**config.mk**
```make
export PLATFORM = sky130hd
export DESIGN_NAME = button_debounce_flat
export DESIGN_NICKNAME = d
export VERILOG_FILES = /design/src/rtl/button_debounce_pkg.sv /design/src/rtl/button_debounce_if.sv /design/src/rtl/button_debounce_sync_2ff.sv /design/src/rtl/button_debounce.sv /design/src/flat_wrapper.sv
export SDC_FILE = /design/constraint.sdc
export NUM_CORES = 1
export LEC_CHECK = 0
export CAP_MARGIN = 40
export CELL_PAD_IN_SITES_DETAIL_PLACEMENT = 1
export CELL_PAD_IN_SITES_GLOBAL_PLACEMENT = 2
export CORE_MARGIN = 8
export CORE_UTILIZATION = 41
export CTS_BUF_LIST = sky130_fd_sc_hd__clkbuf_8
export CTS_CLUSTER_SIZE = 25
export DETAILED_ROUTE_END_ITERATION = 8
export PLACE_DENSITY = 0.85
export SLEW_MARGIN = 20
export SYNTH_ARGS = -nofsm -noshare
export SYNTH_HDL_FRONTEND = slang
export SYNTH_SLANG_ARGS = --single-unit
```
**constraint.sdc**
```tcl
create_clock -name clk -period 4.6 [get_ports clk]
set_clock_uncertainty 0.1 [all_clocks]
set_input_delay 1.38 -clock clk [delete_from_list [all_inputs] [get_ports clk]]
set_output_delay 1.38 -clock clk [all_outputs]
set_load 0.02 [all_outputs]
```
**src/rtl/button_debounce_pkg.sv**
```systemverilog
// Shared types and constants for the push-button debouncer.
// State encoding and the idle (released) level of the active-low button.
package button_pkg;

  typedef enum logic [1:0] {
    ST_RELEASED     = 2'd0,
    ST_WAIT_PRESS   = 2'd1,
    ST_PRESSED      = 2'd2,
    ST_WAIT_RELEASE = 2'd3
  } state_e;

  localparam logic BTN_RELEASED = 1'b1;

endpackage

```
**src/rtl/button_debounce_if.sv**
```systemverilog
// Button-side signal bundle of the debouncer.
// master drives the raw pin; slave (the debouncer) returns level and strobes.
interface button_debounce_if;
  logic btn_raw_n;
  logic btn_n;
  logic press_pulse;
  logic release_pulse;
  logic long_press;

  modport master (
    output btn_raw_n,
    input  btn_n,
    input  press_pulse,
    input  release_pulse,
    input  long_press
  );

  modport slave (
    input  btn_raw_n,
    output btn_n,
    output press_pulse,
    output release_pulse,
    output long_press
  );
endinterface

```
**src/rtl/button_debounce_sync_2ff.sv**
```systemverilog
// Two-flop synchronizer for asynchronous single-bit inputs.
// Reset value is a parameter so idle-high and idle-low pins both fit.
module sync_2ff #(
  parameter logic RST_VAL = 1'b1
) (
  input  logic clk,
  input  logic reset,
  input  logic d_i,
  output logic q_o
);

  logic s1_q;
  logic s2_q;

  // Shift the async pin through two flops; only the second is used.
  always_ff @(posedge clk) begin
    if (reset) begin
      s1_q <= RST_VAL;
      s2_q <= RST_VAL;
    end else begin
      s1_q <= d_i;
      s2_q <= s1_q;
    end
  end

  assign q_o = s2_q;

endmodule

```
**src/rtl/button_debounce.sv**
```systemverilog
// Push-button debouncer: 2-FF sync, counter-qualified FSM, press/release strobes.
// Define BUTTON_LONG_PRESS_EN to build the hold counter and long_press strobe.
module button_debounce
  import button_pkg::*;
#(
  parameter int DEBOUNCE_CYCLES   = 270000,
  parameter int LONG_PRESS_CYCLES = 27000000
) (
  input  logic               clk,
  input  logic               reset,
  button_debounce_if.slave   btn
);

  localparam int            CW       = $clog2(DEBOUNCE_CYCLES);
  localparam logic [CW-1:0] CNT_LAST = CW'(DEBOUNCE_CYCLES - 1);

  logic          s2;
  state_e        state_q, state_d;
  logic [CW-1:0] cnt_q, cnt_d;
  logic          btn_q, btn_d;
  logic          press_q, press_d;
  logic          rel_q, rel_d;

  sync_2ff #(
    .RST_VAL (BTN_RELEASED)
  ) u_sync (
    .clk   (clk),
    .reset (reset),
    .d_i   (btn.btn_raw_n),
    .q_o   (s2)
  );

  // State, qualification counter and registered outputs.
  always_ff @(posedge clk) begin
    if (reset) begin
      state_q <= ST_RELEASED;
      cnt_q   <= '0;
      btn_q   <= BTN_RELEASED;
      press_q <= 1'b0;
      rel_q   <= 1'b0;
    end else begin
      state_q <= state_d;
      cnt_q   <= cnt_d;
      btn_q   <= btn_d;
      press_q <= press_d;
      rel_q   <= rel_d;
    end
  end

  // Level change is accepted only after DEBOUNCE_CYCLES stable differing samples.
  always_comb begin
    state_d = state_q;
    cnt_d   = cnt_q;
    btn_d   = btn_q;
    press_d = 1'b0;
    rel_d   = 1'b0;
    unique case (state_q)
      ST_RELEASED: begin
        if (!s2) begin
          state_d = ST_WAIT_PRESS;
          cnt_d   = CW'(1);
        end else begin
          cnt_d = '0;
        end
      end
      ST_WAIT_PRESS: begin
        if (s2) begin
          state_d = ST_RELEASED;
          cnt_d   = '0;
        end else if (cnt_q == CNT_LAST) begin
          state_d = ST_PRESSED;
          btn_d   = 1'b0;
          press_d = 1'b1;
          cnt_d   = '0;
        end else begin
          cnt_d = cnt_q + CW'(1);
        end
      end
      ST_PRESSED: begin
        if (s2) begin
          state_d = ST_WAIT_RELEASE;
          cnt_d   = CW'(1);
        end else begin
          cnt_d = '0;
        end
      end
      ST_WAIT_RELEASE: begin
        if (!s2) begin
          state_d = ST_PRESSED;
          cnt_d   = '0;
        end else if (cnt_q == CNT_LAST) begin
          state_d = ST_RELEASED;
          btn_d   = 1'b1;
          rel_d   = 1'b1;
          cnt_d   = '0;
        end else begin
          cnt_d = cnt_q + CW'(1);
        end
      end
      default: begin
        state_d = ST_RELEASED;
        cnt_d   = '0;
      end
    endcase
  end

  assign btn.btn_n         = btn_q;
  assign btn.press_pulse   = press_q;
  assign btn.release_pulse = rel_q;

`ifdef BUTTON_LONG_PRESS_EN
  localparam int            HW       = $clog2(LONG_PRESS_CYCLES + 1);
  localparam logic [HW-1:0] HOLD_MAX = HW'(LONG_PRESS_CYCLES);

  logic [HW-1:0] hold_q, hold_d;
  logic          long_q, long_d;

  // Hold time since acceptance; survives aborted releases, saturates once.
  always_comb begin
    hold_d = hold_q;
    long_d = 1'b0;
    if (press_d || rel_d) begin
      hold_d = '0;
    end else if ((state_q == ST_PRESSED || state_q == ST_WAIT_RELEASE)
                 && hold_q != HOLD_MAX) begin
      hold_d = hold_q + HW'(1);
      long_d = (hold_q == HOLD_MAX - HW'(1));
    end
  end

  // Hold counter and long-press strobe registers.
  always_ff @(posedge clk) begin
    if (reset) begin
      hold_q <= '0;
      long_q <= 1'b0;
    end else begin
      hold_q <= hold_d;
      long_q <= long_d;
    end
  end

  assign btn.long_press = long_q;
`else
  assign btn.long_press = 1'b0 && (LONG_PRESS_CYCLES > 0);
`endif

endmodule

```
**src/flat_wrapper.sv**
```systemverilog
// flat-port wrapper written by rule: the top's interface ports become plain ports
module button_debounce_flat import button_pkg::*;
#(
  parameter int DEBOUNCE_CYCLES   = 270000,
  parameter int LONG_PRESS_CYCLES = 27000000
)
  (clk, reset, btn_btn_raw_n, btn_btn_n, btn_press_pulse, btn_release_pulse, btn_long_press);
  button_debounce_if btn_i ();
  input  logic clk;
  input  logic reset;
  input wire logic [$bits(btn_i.btn_raw_n)-1:0] btn_btn_raw_n;
  output wire logic [$bits(btn_i.btn_n)-1:0] btn_btn_n;
  output wire logic [$bits(btn_i.press_pulse)-1:0] btn_press_pulse;
  output wire logic [$bits(btn_i.release_pulse)-1:0] btn_release_pulse;
  output wire logic [$bits(btn_i.long_press)-1:0] btn_long_press;
  assign btn_i.btn_raw_n = btn_btn_raw_n;
  assign btn_btn_n = btn_i.btn_n;
  assign btn_press_pulse = btn_i.press_pulse;
  assign btn_release_pulse = btn_i.release_pulse;
  assign btn_long_press = btn_i.long_press;
  button_debounce #(.DEBOUNCE_CYCLES(DEBOUNCE_CYCLES), .LONG_PRESS_CYCLES(LONG_PRESS_CYCLES)) u_core (.clk(clk), .reset(reset), .btn(btn_i));
endmodule
```
After elaboration in Yosys (flattened, before gate mapping). Cells that the tools add are included.

Register bits: 26.

Reductions and logical operators: 6. Bitwise operators: 3. Add/subtract/negate cells: 1. Muxes and demuxes: 19. Equality and inequality tests: 12.

Operator list (count): one-hot mux 19 bit (4 select lines) (1); 2-to-1 mux 19 bit (3); adder 19 x 1 -> 19 bit, second input constant (1); equality test 19 bit, second input constant (1); 2-to-1 mux 2 bit (6); != test 2 bit, second input constant (4); one-hot mux 2 bit (4 select lines) (1); 2-to-1 mux 1 bit (7); != test 3 x 2 -> 1 bit, second input constant (2); OR reduction 3 bit (2); AND reduction 5 bit (1); equality test 2 bit, second input constant (2); != test 2 x 1 -> 1 bit, second input constant (2); AND reduction 4 bit (1); inverter 1 bit (3); equality test 2 x 1 -> 1 bit, second input constant (1); zero test 2 bit (1); one-hot mux 1 bit (2 select lines) (1); nonzero test 2 bit (1).

Depth between registers and ports, before layout. Gate-level depths: netlist of run 1.

Depth in word-level cells: 4. Gate-level depth with buffers: 6. Gate-level depth less buffers: 5.

Modules after synthesis. From an unflattened synthesis of run 1, not the netlist that was laid out.

Cell total of the unflattened synthesis: 136. Area, all modules: 1204.9 µm².

Modules (own cells, without submodules): button_debounce (area each 1152.4 µm², instances 1, sequential area each 480.5 µm², cells an instance 132); sync_2ff (area each 52.6 µm², instances 1, sequential area each 40.0 µm², cells an instance 4).

Worst setup path after synthesis of run 1. OpenSTA, ideal clock, no wires.

Path kind: input -> register. Start: input port reset. End: register u_core.cnt_q[10]. Stages: 5. Setup slack: 2.242 ns. Library setup time: 0.117 ns. Path buffers: 2. Arrival: 2.140 ns. Required time: 4.383 ns. Path through: clkbuf_1 a21oi_1 o211ai_2 buf_2 nor2_1.

RTL lines: from (decl) (RTL line flat_wrapper.sv:10) `input logic reset;`; to (signal assigned) (RTL line button_debounce.sv:43) `cnt_q <= cnt_d;`; to (decl) (RTL line button_debounce.sv:19) `logic [CW-1:0] cnt_q, cnt_d;`.

Worst setup path in the final report of run 1.
Start: register u_core.btn_q, in the netlist u_core.btn.btn_n. End: output port btn_btn_n.

RTL lines: from (decl) (RTL line button_debounce.sv:20) `logic btn_q, btn_d;`; from (signal assigned) (RTL line button_debounce.sv:44) `btn_q <= btn_d;`; to (decl) (RTL line flat_wrapper.sv:12) `output wire logic [$bits(btn_i.btn_n)-1:0] btn_btn_n;`.

No word-level cell between the ends.

==> results of run 1 <==
## cell type report
class	count	share of cell area (%)
clock buffers	3	3.137
clock inverters	1	2.281
inverters	2	0.5703
multi-input cells	97	46.86
flip-flops and latches	26	39.54
well taps	31	2.947
repair buffers	6	4.658
## metrics by stage
step / util [%] / std cells / area [µm²] / hold slack (ps)
floorplan: - / 129 / 1166 / 289.5
global placement: 45.13 / 161 / 1234 / 294.1
detailed placement: 45.13 / 161 / 1234 / 303.0
CTS: 47.73 / 165 / 1305 / 328.4
global route: 48.15 / 166 / 1316 / 344.1
finish: 48.15 / 166 / 1316 / 321.6
## placed cells by master, fill, tap and decap left out, types with 2 or more instances in the layout
cell	n
a21oi_1	6
and4_1	2
o21ai_0	3
nand4_1	4
nor2_1	18
or3_1	4
inv_1	2
dfxtp_1	26
nor4_1	2
nor3_1	5
or2_2	3
clkbuf_8	3
clkdlybuf4s50_1	5
nand4_2	2
nand3_1	9
xnor2_1	6
nand2_1	7
xor2_1	7
## power by group
part	leakage (nW)	switching [W]	internal (W)	total [W]
registers	0.210	0.00000209	0.000228	0.000230
logic	0.171	0.00000605	0.00000673	0.0000128
clock network	0.0357	0.0000725	0.000116	0.000189
total	0.417	0.0000806	0.000351	0.000431
## logic make-up (layout without fill, tap and decap cells)
| group | after synthesis | after routing | share of synthesized area (%) |
|---|---|---|---|
| adder cells (fa/ha/maj) | 1 | 1 | 1.073 |
| flip-flops | 26 | 26 | 44.64 |
| other | 1 | 1 | 0.3216 |
| XOR/XNOR | 13 | 13 | 9.764 |
| AND/OR/NAND/NOR | 65 | 65 | 31.87 |
| AO/OA/AOI/OAI | 17 | 17 | 9.872 |
| buffers and inverters | 6 | 12 | 2.468 |
## how the worst max path moves through the flow
stage	depth (start not counted)	to	slack (ps)	startpoint
final	1	btn_btn_n	1860	u_core.btn.btn_n
after CTS	1	btn_btn_n	1840	u_core.btn.btn_n
after global placement	4	u_core.cnt_q[16]	1670	reset
after global routing	1	btn_btn_n	1810	u_core.btn.btn_n
after floorplan	5	u_core.cnt_q[10]	2240	reset
after detailed placement	4	u_core.cnt_q[16]	1590	reset
## per-layer routing
| layer | routed length, µm | share of wire [%] | global-route usage [%] |
|---|---|---|---|
| met4 | 45 | 1.8 | 4.784 |
| met3 | 54 | 2.2 | 2.432 |
| met1 | 1218 | 49 | 12.99 |
| met2 | 1165 | 47 | 18.44 |
| met5 | 0 | 0 | 0 |
## state kept, by name (all words and copies together) (netlist names), named ones only
| signal | flops |
|---|---|
| u_core.btn.btn_n | 1 |
| u_core.btn.release_pulse | 1 |
| u_core.u_sync.s1_q | 1 |
| u_core.state_q | 1 |
| u_core.u_sync.q_o | 1 |
| u_core.cnt_q | 19 |
| u_core.btn.press_pulse | 1 |
==> impl_metrics.env, run 1 <==
export IMPL_outcome="complete, no violations"
export IMPL_required_ps=3120
export IMPL_core_um2=2734
export IMPL_drc=0
export IMPL_yosys_warnings=0
export IMPL_die_y_um=69.33
export IMPL_drive_gt1_share_pct=11.85
export IMPL_grt_pass1_wl_um=4498
export IMPL_min_path_cells=1
export IMPL_synth_largest_area_cell="dfxtp_1"
export IMPL_setup_viol=0
export IMPL_cp_data_arrival_time_ps=1260
export IMPL_ys_seq_area_share_pct=44.64
export IMPL_hold_end="u_core.u_sync.q_o"
export IMPL_p_total_w=0.0004315
export IMPL_fin_nets=140
export IMPL_hp_class="reg -> reg"
export IMPL_syn2layout_area_growth_pct=12.88
export IMPL_synth_most_common_cell="dfxtp_1"
export IMPL_r2r_end="u_core.cnt_q[12]"
export IMPL_multiInputGateArea_um2=616.8
export IMPL_clk_insertion_delay_late_ps=270
export IMPL_hold_start="u_core.u_sync.s1_q"
export IMPL_crit_chain="clkdlybuf4s50_1"
export IMPL_drtPass1Iterations=2
export IMPL_synth_distinct_cells=38
export IMPL_syn_num_nets=133
export IMPL_max_clock_path_buffers=2
export IMPL_synth_area_um2=1166
export IMPL_vias=932
export IMPL_fp_row_count=19
export IMPL_syn_inst=129
export IMPL_initial_core_util_pct=42.65
export IMPL_setup_tns_final_ps=0
export IMPL_ys_ff_latch=26
export IMPL_htree_levels=1
export IMPL_cts_setup_buffers=0
export IMPL_antenna_found_initial=0
export IMPL_dp_hpwl_um=1776
export IMPL_setup_ws_ps=1864
export IMPL_antenna_left=0
export IMPL_timing_fmax_mhz=365.5
export IMPL_clk_pin_slew_ps=90
export IMPL_max_cap_violations=0
export IMPL_cts_root_buf="clkbuf_8"
export IMPL_slew_violations=0
export IMPL_path_buf_inv=1
export IMPL_antenna_cells=0
export IMPL_drt_total_wl_um=2482
export IMPL_grt_ovfl_total=0
export IMPL_async_flop_share_pct=0
export IMPL_r2r_start="u_core.cnt_q[0]"
export IMPL_fillers=314
export IMPL_endpoint_kind="primary output"
export IMPL_dr_first_iter_drc_count=24
export IMPL_critPathKind="reg -> out"
export IMPL_avgSynthCellArea_um2=9.040
export IMPL_cp_max_fo=3
export IMPL_place_ws_ps=1587
export IMPL_cts_buffers=3
export IMPL_rsz0062_at_grt="no"
export IMPL_path_delay_family="buffers and inverters"
export IMPL_synth_top_area_share_pct=44.64
export IMPL_cts_tree="done"
export IMPL_io_pins=7
export IMPL_dieArea_um2=4807
export IMPL_vias_per_cell=5.614
export IMPL_synth_common_cells="26 x dfxtp_1, 18 x nor2_1, 9 x nand3_1"
export IMPL_clkSinkCount=26
export IMPL_port_buffers=5
export IMPL_synth_edf_count=0
export IMPL_power_leakage_nw=0.4174
export IMPL_start_kind="register"
export IMPL_rr_worst_depth=6
export IMPL_grt_usage_pct=10.99
export IMPL_grt_max_degree=19
export IMPL_cts_resized=0
export IMPL_max_stage_delay_ps=620
export IMPL_finalHoldViolCount=0
export IMPL_ys_top_cells_by_area="dfxtp_1 45%, nor2_1 5.8%, xor2_1 5.3%"
export IMPL_r2r_setup_slack_ps=2530
export IMPL_synth_main_ff_cell="dfxtp_1"
export IMPL_min_period_over_period_pct=59.48
export IMPL_fin_crit_ps=2736
export IMPL_regArea_um2=520.5
export IMPL_powerDensity_nw_per_um2=327.8
export IMPL_crit_slowest_cell="clkdlybuf4s50_1"
export IMPL_ir_drop_uv=244.5
export IMPL_wl_per_cell_um=14.95
export IMPL_hold_buffers=0
export IMPL_grt_pass1_vias=962
export IMPL_gp_congestion=0.7420
export IMPL_fp_dieW_um=69.33
No activity file was read; power rests on OpenSTA's default activity.
==> run 2, diff against run 1 <==
- CORE_UTILIZATION: 41 -> 38
- PLACE_DENSITY: 0.85 -> 0.8
- clock period: 4.6 -> 2.8 ns (I/O delays scaled with it)
==> run 2 against run 1 <==
  * First-iteration DRC count is 29% higher
  * Design area down 0.47%
  * Sequential share of layout area increased by 0.19 points
  * Sequential power up 64%
  * Non-clock buffer count grew 1
  * Wire length rose by 3.1%
  * Flip-flop and latch count stayed put
  * Final cell count increased by 1.8%
  * Global-route usage about the same
  * Clock power rose by 28%
  * Setup slack lost 1300 ps
  * Core utilization fell by 4.2 points
==> impl_metrics.env, run 2 (synthesis results as in run 1) <==
export IMPL_dp_hpwl_um=1900
export IMPL_fin_crit_ps=2192
export IMPL_cp_data_arrival_time_ps=1250
export IMPL_cts_tree="done"
export IMPL_max_flop_register="u_core.cnt_q"
export IMPL_rr_worst_depth=5
export IMPL_port_buffers=5
export IMPL_grt_pass1_wl_um=4485
export IMPL_timing_fmax_mhz=456.2
export IMPL_cp_max_fo=3
export IMPL_grt_pass1_vias=969
export IMPL_grt_ovfl_total=0
export IMPL_cts_buffers=3
export IMPL_initial_core_util_pct=39.16
export IMPL_crit_chain="clkdlybuf4s50_1"
export IMPL_dpl_cell_count=164
export IMPL_dieArea_um2=5097
export IMPL_largest_register_ffs=19
export IMPL_layout_common_cells="26 x dfxtp_1, 18 x nor2_1, 9 x nand3_1"
export IMPL_io_pins=7
export IMPL_clk_insertion_delay_late_ps=270
export IMPL_outcome="complete, no violations"
export IMPL_grt_max_degree=19
export IMPL_drtPass1Iterations=2
export IMPL_pwr_share_clk_pct=37.7
export IMPL_wl_per_cell_um=15.14
export IMPL_endpoint_kind="primary output"
export IMPL_place_ws_ps=526.9
export IMPL_antenna_found_initial=0
export IMPL_die_y_um=71.40
export IMPL_final_common_cell="dfxtp_1"
export IMPL_path_depth=1
export IMPL_p_int_w=0.0005116
export IMPL_antenna_cells=0
export IMPL_fillers=362
export IMPL_setup_ws_ps=608.0
export IMPL_setup_viol=0
export IMPL_cts_setup_buffers=0
export IMPL_finalHoldViolCount=0
export IMPL_max_cap_violations=0
export IMPL_hold_buffers=0
export IMPL_hp_class="reg -> reg"
export IMPL_drc=0
export IMPL_switching_share_pct=20.28
export IMPL_layoutNonFillerInstCount=169
export IMPL_grt_usage_pct=11.01
export IMPL_core_um2=2978
export IMPL_ir_drop_uv=241.2
export IMPL_syn2layout_area_growth_pct=12.34
export IMPL_min_period_over_period_pct=78.29
export IMPL_powerDensity_nw_per_um2=489.9
export IMPL_fp_dieW_um=71.40
export IMPL_switching_power_w=0.0001302
export IMPL_slew_violations=0
export IMPL_p_seq_share_pct=58.8
export IMPL_path_buf_inv=1
export IMPL_htree_levels=1
export IMPL_clkSinkCount=26
export IMPL_power_leakage_nw=0.4153
export IMPL_required_ps=1860
export IMPL_fp_row_count=20
export IMPL_vias=940
export IMPL_max_clock_path_buffers=2
export IMPL_rsz0062_at_grt="no"
export IMPL_gp_congestion=0.7556
export IMPL_drive_gt1_share_pct=12.50
export IMPL_power_frac_comb_pct=3.5
export IMPL_antenna_left=0
export IMPL_critPathKind="reg -> out"
export IMPL_clk_pin_slew_ps=90
export IMPL_setup_tns_final_ps=0
export IMPL_cts_resized=0
export IMPL_crit_slowest_cell="clkdlybuf4s50_1"
export IMPL_path_delay_family="buffers and inverters"
export IMPL_vias_per_cell=5.562
export IMPL_start_kind="register"
export IMPL_min_path_cells=1
export IMPL_dr_first_iter_drc_count=31
export IMPL_cts_root_buf="clkbuf_8"
export IMPL_max_stage_delay_ps=620
export IMPL_drt_total_wl_um=2558
export IMPL_fin_nets=141
run 2: cell count changes in the layout (fill, tap and decap cells not counted):
| cell | delta |
|---|---|
| bufinv_16 | -1 |
| buf_4 | +1 |
| clkbuf_8 | +1 |
run 2: layer usage:
metal	GRT usage, %	up-vias	share of wire, %
li1	-	468	-
met1	13.26	465	48
met2	18.67	5	49
met3	2.232	2	2.3
met4	4.157	0	0.66
met5	0	-	0
run 2: per-stage QoR:
stage / hold slack, ps / total power (W) / instance area [µm²] / util (%)
final: 329.7 / 0.0006418 / 1310 / 43.99
after global routing: 336.0 / 0.0006628 / 1310 / 43.99
after CTS: 335.9 / 0.0006524 / 1299 / 43.61
after detailed placement: 312.5 / 0.0004086 / 1244 / 41.76
after global placement: 295.5 / 0.0004079 / 1244 / 41.76
after floorplan: 289.5 / 0.0003989 / 1166 / -
run 2: worst paths after layout:
| check | start | to | slack (ps) |
|---|---|---|---|
| setup / recovery | u_core.btn.btn_n | btn_btn_n | 610 |
| setup reg to reg | u_core.cnt_q[0] | u_core.cnt_q[18] | 900 |
| hold reg to reg | u_core.u_sync.s1_q | u_core.u_sync.q_o | 330 |
| hold / removal | u_core.u_sync.s1_q | u_core.u_sync.q_o | 330 |
run 2: cell type report:
cell class	instances	area, µm²	area share [%]
multi-input combinational	97	616.8	47.09
sequential	26	520.5	39.73
timing repair buffer	7	68.82	5.253
clock buffer	4	55.05	4.202
tap	33	41.29	3.152
inverter	2	7.507	0.5731
run 2: power by group through the flow:
stage | Combinational (W) | Clock, W | Sequential (W)
3_5_place_dp | 0.0000227 | 0 | 0.000386
2_1_floorplan | 0.0000106 | 0 | 0.000388
5_1_grt | 0.0000244 | 0.000260 | 0.000378
6_report | 0.0000224 | 0.000242 | 0.000377
3_3_place_gp | 0.0000219 | 0 | 0.000386
4_1_cts | 0.0000226 | 0.000252 | 0.000377
